### config.mk
export PLATFORM = sky130hd
export DESIGN_NAME = mvm_layer_param_flat
export DESIGN_NICKNAME = d
export VERILOG_FILES = /design/src/rtl/mvm_layer_param_if.sv /design/src/rtl/mvm_layer_param.sv /design/src/flat_wrapper.sv
export SDC_FILE = /design/constraint.sdc
export NUM_CORES = 2
export LEC_CHECK = 0
export BUFFER_PORTS_ARGS = -buffer_cell sky130_fd_sc_hd__clkbuf_2
export CAP_MARGIN = 20
export CORE_MARGIN = 3
export CORE_UTILIZATION = 55
export CTS_BUF_LIST = sky130_fd_sc_hd__clkbuf_8 sky130_fd_sc_hd__clkbuf_16
export CTS_CLUSTER_DIAMETER = 50
export DETAILED_ROUTE_END_ITERATION = 12
export PLACE_DENSITY = 0.76
export RECOVER_POWER = 25
export SYNTH_ARGS = -nofsm -noshare
export SYNTH_HDL_FRONTEND = slang
export SYNTH_SLANG_ARGS = --single-unit
### constraint.sdc
create_clock -name clk -period 9.1 [get_ports clk]
set_clock_uncertainty 0.2 [all_clocks]
set_input_delay 0.91 -clock clk [delete_from_list [all_inputs] [get_ports clk]]
set_output_delay 0.91 -clock clk [all_outputs]
set_load 0.1 [all_outputs]
### src/rtl/mvm_layer_param_if.sv
// Handshake bundle for mvm_layer_param: weight stream in, x stream in, y stream out.
interface mvm_layer_param_if #(
   parameter int unsigned WIDTH = 16
);
   logic [WIDTH-1:0] w_data_in;
   logic             w_valid;
   logic             w_ready;
   logic [WIDTH-1:0] s_data_in_x;
   logic             s_valid_x;
   logic             s_ready_x;
   logic [WIDTH-1:0] m_data_out_y;
   logic             m_valid_y;
   logic             m_ready_y;

   // Block side: consumes w and x, produces y.
   modport slave (
      input  w_data_in, w_valid,
      output w_ready,
      input  s_data_in_x, s_valid_x,
      output s_ready_x,
      output m_data_out_y, m_valid_y,
      input  m_ready_y
   );

   // Environment side: produces w and x, consumes y.
   modport master (
      output w_data_in, w_valid,
      input  w_ready,
      output s_data_in_x, s_valid_x,
      input  s_ready_x,
      input  m_data_out_y, m_valid_y,
      output m_ready_y
   );
endinterface

### src/rtl/mvm_layer_param.sv
// Matrix-vector multiply layer: y = post(W * x), P rows evaluated in parallel
// per group, results streamed out in row order.
module mvm_layer_param #(
   parameter int unsigned M     = 8,
   parameter int unsigned N     = 8,
   parameter int unsigned WIDTH = 16,
   parameter int unsigned P     = 2,
   parameter int unsigned RELU  = 1,
   parameter int unsigned SAT   = 1
) (
   input logic              clk,
   input logic              reset,
   mvm_layer_param_if.slave bus
);

   localparam int unsigned G      = M / P;
   localparam int unsigned MN     = M * N;
   localparam int unsigned PROD_W = 2 * WIDTH;
   localparam int unsigned ACC_W  = 2 * WIDTH + $clog2(N);
   localparam int unsigned WC_W   = (MN > 1) ? $clog2(MN) : 1;
   localparam int unsigned E_W    = (N > 1)  ? $clog2(N)  : 1;
   localparam int unsigned G_W    = (G > 1)  ? $clog2(G)  : 1;
   localparam int unsigned D_W    = (P > 1)  ? $clog2(P)  : 1;

   localparam logic signed [ACC_W-1:0] SAT_MAX = {{(ACC_W-WIDTH+1){1'b0}}, {(WIDTH-1){1'b1}}};
   localparam logic signed [ACC_W-1:0] SAT_MIN = {{(ACC_W-WIDTH+1){1'b1}}, {(WIDTH-1){1'b0}}};

   typedef enum logic [1:0] {
      S_LOAD_W  = 2'd0,
      S_LOAD_X  = 2'd1,
      S_COMPUTE = 2'd2,
      S_DRAIN   = 2'd3
   } state_t;

   state_t r_state;
   state_t w_state_nxt;

   logic [WC_W-1:0] r_w_cnt;
   logic [E_W-1:0]  r_e_cnt;
   logic [G_W-1:0]  r_g_cnt;
   logic [D_W-1:0]  r_d_cnt;
   logic [D_W-1:0]  w_y_idx;

   logic signed [WIDTH-1:0]  r_weights [MN];
   logic signed [WIDTH-1:0]  r_x       [N];
   logic signed [ACC_W-1:0]  r_acc     [P];
   logic signed [PROD_W-1:0] w_prod    [P];

   logic             r_w_ready;
   logic             r_s_ready;
   logic             r_m_valid;
   logic [WIDTH-1:0] r_m_data;

   logic w_w_hs, w_x_hs, w_y_hs;
   logic w_w_last, w_e_last, w_g_last, w_d_last;
   logic w_load_y;

   assign bus.w_ready      = r_w_ready;
   assign bus.s_ready_x    = r_s_ready;
   assign bus.m_valid_y    = r_m_valid;
   assign bus.m_data_out_y = r_m_data;

   assign w_w_hs   = bus.w_valid & r_w_ready;
   assign w_x_hs   = bus.s_valid_x & r_s_ready;
   assign w_y_hs   = r_m_valid & bus.m_ready_y;
   assign w_w_last = (r_w_cnt == WC_W'(MN - 1));
   assign w_e_last = (r_e_cnt == E_W'(N - 1));
   assign w_g_last = (r_g_cnt == G_W'(G - 1));
   assign w_d_last = (r_d_cnt == D_W'(P - 1));

   // Saturate or wrap to WIDTH, then optional ReLU.
   function automatic logic [WIDTH-1:0] post_proc(input logic signed [ACC_W-1:0] a);
      logic signed [WIDTH-1:0] v;
      if ((SAT != 0) && (a > SAT_MAX))      v = SAT_MAX[WIDTH-1:0];
      else if ((SAT != 0) && (a < SAT_MIN)) v = SAT_MIN[WIDTH-1:0];
      else                                  v = a[WIDTH-1:0];
      if ((RELU != 0) && v[WIDTH-1]) v = '0;
      return v;
   endfunction

   // State register.
   always_ff @(posedge clk or negedge reset) begin
      if (!reset) r_state <= S_LOAD_W;
      else        r_state <= w_state_nxt;
   end

   // Next state and drain-output load control.
   always_comb begin
      w_state_nxt = r_state;
      w_load_y    = 1'b0;
      w_y_idx     = r_d_cnt;
      case (r_state)
         S_LOAD_W:  if (w_w_hs && w_w_last) w_state_nxt = S_LOAD_X;
         S_LOAD_X:  if (w_x_hs && w_e_last) w_state_nxt = S_COMPUTE;
         S_COMPUTE: if (w_e_last)           w_state_nxt = S_DRAIN;
         S_DRAIN: begin
            // First DRAIN cycle fills the empty output register; later ones refill on acceptance.
            if (!r_m_valid) begin
               w_load_y = 1'b1;
            end else if (w_y_hs) begin
               if (w_d_last) begin
                  w_state_nxt = w_g_last ? S_LOAD_X : S_COMPUTE;
               end else begin
                  w_load_y = 1'b1;
                  w_y_idx  = r_d_cnt + D_W'(1);
               end
            end
         end
         default: w_state_nxt = S_LOAD_W;
      endcase
   end

   // Ready flags registered from the next state so they track the state exactly.
   always_ff @(posedge clk or negedge reset) begin
      if (!reset) begin
         r_w_ready <= 1'b0;
         r_s_ready <= 1'b0;
      end else begin
         r_w_ready <= (w_state_nxt == S_LOAD_W);
         r_s_ready <= (w_state_nxt == S_LOAD_X);
      end
   end

   // Weight, element, group and drain counters.
   always_ff @(posedge clk or negedge reset) begin
      if (!reset) begin
         r_w_cnt <= '0;
         r_e_cnt <= '0;
         r_g_cnt <= '0;
         r_d_cnt <= '0;
      end else begin
         if ((r_state == S_LOAD_W) && w_w_hs)
            r_w_cnt <= w_w_last ? '0 : r_w_cnt + WC_W'(1);
         if (((r_state == S_LOAD_X) && w_x_hs) || (r_state == S_COMPUTE))
            r_e_cnt <= w_e_last ? '0 : r_e_cnt + E_W'(1);
         if ((r_state == S_DRAIN) && w_y_hs) begin
            r_d_cnt <= w_d_last ? '0 : r_d_cnt + D_W'(1);
            if (w_d_last) r_g_cnt <= w_g_last ? '0 : r_g_cnt + G_W'(1);
         end
      end
   end

   // Weight and input-vector storage.
   always_ff @(posedge clk or negedge reset) begin
      if (!reset) begin
         for (int unsigned i = 0; i < MN; i++) r_weights[i] <= '0;
         for (int unsigned i = 0; i < N; i++)  r_x[i]       <= '0;
      end else begin
         if ((r_state == S_LOAD_W) && w_w_hs) r_weights[r_w_cnt] <= bus.w_data_in;
         if ((r_state == S_LOAD_X) && w_x_hs) r_x[r_e_cnt]       <= bus.s_data_in_x;
      end
   end

   // One full-precision product per lane for the current column.
   always_comb begin
      int unsigned idx;
      idx = 0;
      for (int unsigned p = 0; p < P; p++) begin
         idx       = (32'(r_g_cnt) * P + p) * N + 32'(r_e_cnt);
         w_prod[p] = PROD_W'(r_weights[WC_W'(idx)]) * PROD_W'(r_x[r_e_cnt]);
      end
   end

   // Accumulate; column 0 restarts the sum so no separate clear is needed.
   always_ff @(posedge clk or negedge reset) begin
      if (!reset) begin
         for (int unsigned p = 0; p < P; p++) r_acc[p] <= '0;
      end else if (r_state == S_COMPUTE) begin
         for (int unsigned p = 0; p < P; p++)
            r_acc[p] <= (r_e_cnt == '0) ? ACC_W'(w_prod[p]) : r_acc[p] + ACC_W'(w_prod[p]);
      end
   end

   // Output register: holds while stalled, clears after the group's last acceptance.
   always_ff @(posedge clk or negedge reset) begin
      if (!reset) begin
         r_m_valid <= 1'b0;
         r_m_data  <= '0;
      end else if (w_load_y) begin
         r_m_valid <= 1'b1;
         r_m_data  <= post_proc(r_acc[w_y_idx]);
      end else if (w_y_hs) begin
         r_m_valid <= 1'b0;
      end
   end

endmodule

### src/flat_wrapper.sv
// flat-port wrapper written by rule: the top's interface ports become plain ports
module mvm_layer_param_flat 
#(
   parameter int unsigned M     = 8,
   parameter int unsigned N     = 8,
   parameter int unsigned WIDTH = 16,
   parameter int unsigned P     = 2,
   parameter int unsigned RELU  = 1,
   parameter int unsigned SAT   = 1
)
  (clk, reset, bus_w_data_in, bus_w_valid, bus_w_ready, bus_s_data_in_x, bus_s_valid_x, bus_s_ready_x, bus_m_data_out_y, bus_m_valid_y, bus_m_ready_y);
  mvm_layer_param_if #(.WIDTH(WIDTH)) bus_i ();
  input logic clk;
  input logic reset;
  input wire logic [$bits(bus_i.w_data_in)-1:0] bus_w_data_in;
  input wire logic [$bits(bus_i.w_valid)-1:0] bus_w_valid;
  output wire logic [$bits(bus_i.w_ready)-1:0] bus_w_ready;
  input wire logic [$bits(bus_i.s_data_in_x)-1:0] bus_s_data_in_x;
  input wire logic [$bits(bus_i.s_valid_x)-1:0] bus_s_valid_x;
  output wire logic [$bits(bus_i.s_ready_x)-1:0] bus_s_ready_x;
  output wire logic [$bits(bus_i.m_data_out_y)-1:0] bus_m_data_out_y;
  output wire logic [$bits(bus_i.m_valid_y)-1:0] bus_m_valid_y;
  input wire logic [$bits(bus_i.m_ready_y)-1:0] bus_m_ready_y;
  assign bus_i.w_data_in = bus_w_data_in;
  assign bus_i.w_valid = bus_w_valid;
  assign bus_w_ready = bus_i.w_ready;
  assign bus_i.s_data_in_x = bus_s_data_in_x;
  assign bus_i.s_valid_x = bus_s_valid_x;
  assign bus_s_ready_x = bus_i.s_ready_x;
  assign bus_m_data_out_y = bus_i.m_data_out_y;
  assign bus_m_valid_y = bus_i.m_valid_y;
  assign bus_i.m_ready_y = bus_m_ready_y;
  mvm_layer_param #(.M(M), .N(N), .WIDTH(WIDTH), .P(P), .RELU(RELU), .SAT(SAT)) u_core (.clk(clk), .reset(reset), .bus(bus_i));
endmodule
==> results.tsv <==
metric	value	unit
status	finished with violations	
failing checks	antenna violations, max-capacitance violations, max-slew violations, negative setup slack	
Routed Antenna Nets	1	
Place WS	-1.12	ns
post-synthesis mux area share	18.5	%
CTS buffer count	142	
final core occ	66.6	%
I/O Pins	56	
Pins Over Slew Limit	595	
crit end category	flip-flop	
total gr overflow	0	
CTS HTree Levels	4	
Avg Cell Area, Syn	11.1	um2
die area	148000	um2
Worst VDD drop	188	uV
Post-Syn Area	78700	um2
Final period util	109	%
commonest non-fill, non-tap cell in the layout	dfrtp_1	
vias in the first global route	64000	
CP required	9.60	ns
worst-path fanout max	6	
worst setup margin	-0.791	ns
adder-cell share of the synthesized area	17.3	%
crit path DAT	10.39	ns
Slew @ Worst Pin	6.61	ns
post-route cell area	94500	um2
CTS tree	built	
Setup Viol. Count Final	36	
area share of xor/xnor cells in the synthesized design	1.46	%
worst hold path startpoint	bus_s_data_in_x[14]	
most frequent cells in the layout	dfrtp_1, mux2_2, buf_4, inv_1, nand2_1	
Reg2Reg Launch Point	u_core.r_e_cnt[0]$_DFFE_PN0P_	
slew margin rel.	-340	%
Placed Instances	9397	
Die Wd	384	um
Final GP Congestion	0.927	
first-pass GRT wire length	373	mm
Pre-Repair DR Iteration Count	8	
via/cell ratio	6.21	
Mapped Cells	7074	
post-synthesis net count	7882	
Yosys reg bits	1254	
row cnt	138	
share of flip-flops with an asynchronous set or reset	100	%
Layout area overhead	20.0	%
Starting DRT DRC Count	6080	
Clk Latency, worst-skew pair	0.80	ns
Synth cell types	90	
Critical Path Max Stage Delay	0.57	ns
total global-route track usage	32.8	%
CTS clk-pin slew, worst paths	0.06	ns
crit path from	u_core.r_e_cnt[0]$_DFFE_PN0P_	
minimum clock period	9.89	ns
compound-gate portion of the synthesized area	9.91	%
Fillers	10100	
Nets	8537	
Hold Crit Class	in2reg	
Post-synth top flop	dfrtp_1	
ratio of cells with drive above 1 in the final layout	35.2	%
leak pwr	46.6	nW
routed wire length	243	mm
Power Dens Cells	206	nW/um2
vias	60500	
startpoint type of the worst setup path	flip-flop	
Sink Count	1254	
critical path class	reg2reg	
Tot Pwr	19.5	mW
CP max-delay cell	fa_1	
Seq/Total Area, Yosys	39.9	%
HPWL after DPL	166	mm
Max Clk Rate	101	MHz
Remaining DRCs	0	
Yosys warnings	0	
initial antenna violation count	2	
simple-gate area share of the yosys netlist	7.46	%
largest family of logic cells by synthesized area	multiplexers	
Post-DP Area	87100	um2
setup TNS	-13.25	ns
die height	384	um
clock buffer depth	3	
max cap viols	5	
number of synthesized flops with an enable pin	0	
RSZ-0062 raised after global routing	yes	
Root Driver	clkbuf_16	
endpoints failing hold	0	
final hold slack	0.271	ns
fin cells	9738	
largest net degree at the start of global routing	186	
Routed wire per std cell	25.0	um
total core area	142000	um2
Port Buf Inserts	54	
Initial Util	55.5	%
==> kinds of logic (layout without fill, tap and decap cells) <==
kind of cell	Yosys count	in the layout
mux	1296	1296
buf+inv	1113	1882
xor+xnor	128	128
other cells	1	6
compound gates	1151	1151
simple gates	1360	1360
fa+ha+maj	771	771
flops	1254	1254
==> report_power, final <==
group	switching (mW)	leakage, nW	internal [mW]
Sequential	0.802	17.0	6.86
Combinational	2.99	27.1	2.79
Clock	2.50	2.57	3.55
==> sequential cells by signal, summed over array words and instances (netlist names) <==
name,cells
u_core.bus.m_data_out_y,15
u_core.bus.m_valid_y,1
u_core.bus.s_ready_x,1
u_core.bus.w_ready,1
u_core.r_acc,70
u_core.r_d_cnt,1
u_core.r_e_cnt,3
u_core.r_g_cnt,2
u_core.r_state,2
u_core.r_w_cnt,6
u_core.r_weights,1024
u_core.r_x,128
==> repair_timing <==
action	in CTS	in global routing
hold buffers	1	0
setup buffers	35	41
hold endpoints to repair	29	0
endpoints found under the setup margin	40	44
pin swaps	27	107
gates cloned	0	1
resized for setup	130	258
==> worst paths after layout <==
path / cells past startpoint / slack [ns] / endpoint
setup / recovery: 45 / -0.79 / u_core.r_acc[68]$_DFFE_PN0P_
hold / removal: 2 / 0.27 / u_core.r_x[46]$_DFFE_PN0P_
setup reg to reg: 45 / -0.79 / u_core.r_acc[68]$_DFFE_PN0P_
hold reg to reg: 1 / 0.30 / u_core.r_weights[679]$_DFFE_PN0P_
max in group asynchronous: 3 / 0.32 / u_core.r_weights[200]$_DFFE_PN0P_
min in group asynchronous: 2 / 3.12 / u_core.r_acc[36]$_DFFE_PN0P_
==> cell type report <==
type                       instances  area (um2)  area share (%)
clock buffer                     175        4020            4.25
clock inverter                    83        1030            1.09
timing repair buffer             986        8560            9.05
multi-input combinational       4707       44700            47.3
tap                             1890        2360            2.50
inverter                         638        2410            2.55
antenna                            5        12.5          0.0132
sequential                      1254       31400            33.2
==> Yosys cell counts (86+ instances only) <==
| cell | count | area share, % |
|---|---|---|
| nand3_1 | 86 | 0.55 |
| fa_1 | 526 | 13 |
| nor2_1 | 499 | 2.4 |
| mux2_2 | 1173 | 17 |
| dfrtp_1 | 1254 | 40 |
| a22oi_1 | 168 | 1.6 |
| a221oi_1 | 90 | 1.0 |
| a21oi_1 | 302 | 1.9 |
| inv_1 | 625 | 3.0 |
| buf_2 | 92 | 0.58 |
| ha_1 | 245 | 3.9 |
| mux2i_1 | 114 | 1.4 |
| clkbuf_1 | 328 | 1.6 |
| xnor2_1 | 94 | 1.0 |
| nand2_1 | 526 | 2.5 |
| o21ai_0 | 199 | 1.3 |
==> routing by layer <==
layer / routed length, um / GRT usage (%)
met1: 92900 / 41.0
met3: 21800 / 7.07
met5: 27 / 0
met2: 114000 / 53.7
met4: 14300 / 17.4
==> worst max-delay path, delay by kind of cell (launching register included) <==
family	cells	cell delay [ns]
buf+inv	14	1.81
xor+xnor	1	0.17
compound gates	15	2.40
flops	1	0.54
fa+ha+maj	8	3.52
simple gates	6	0.90
mux	1	0.25
(Power assumes the default switching activity.)
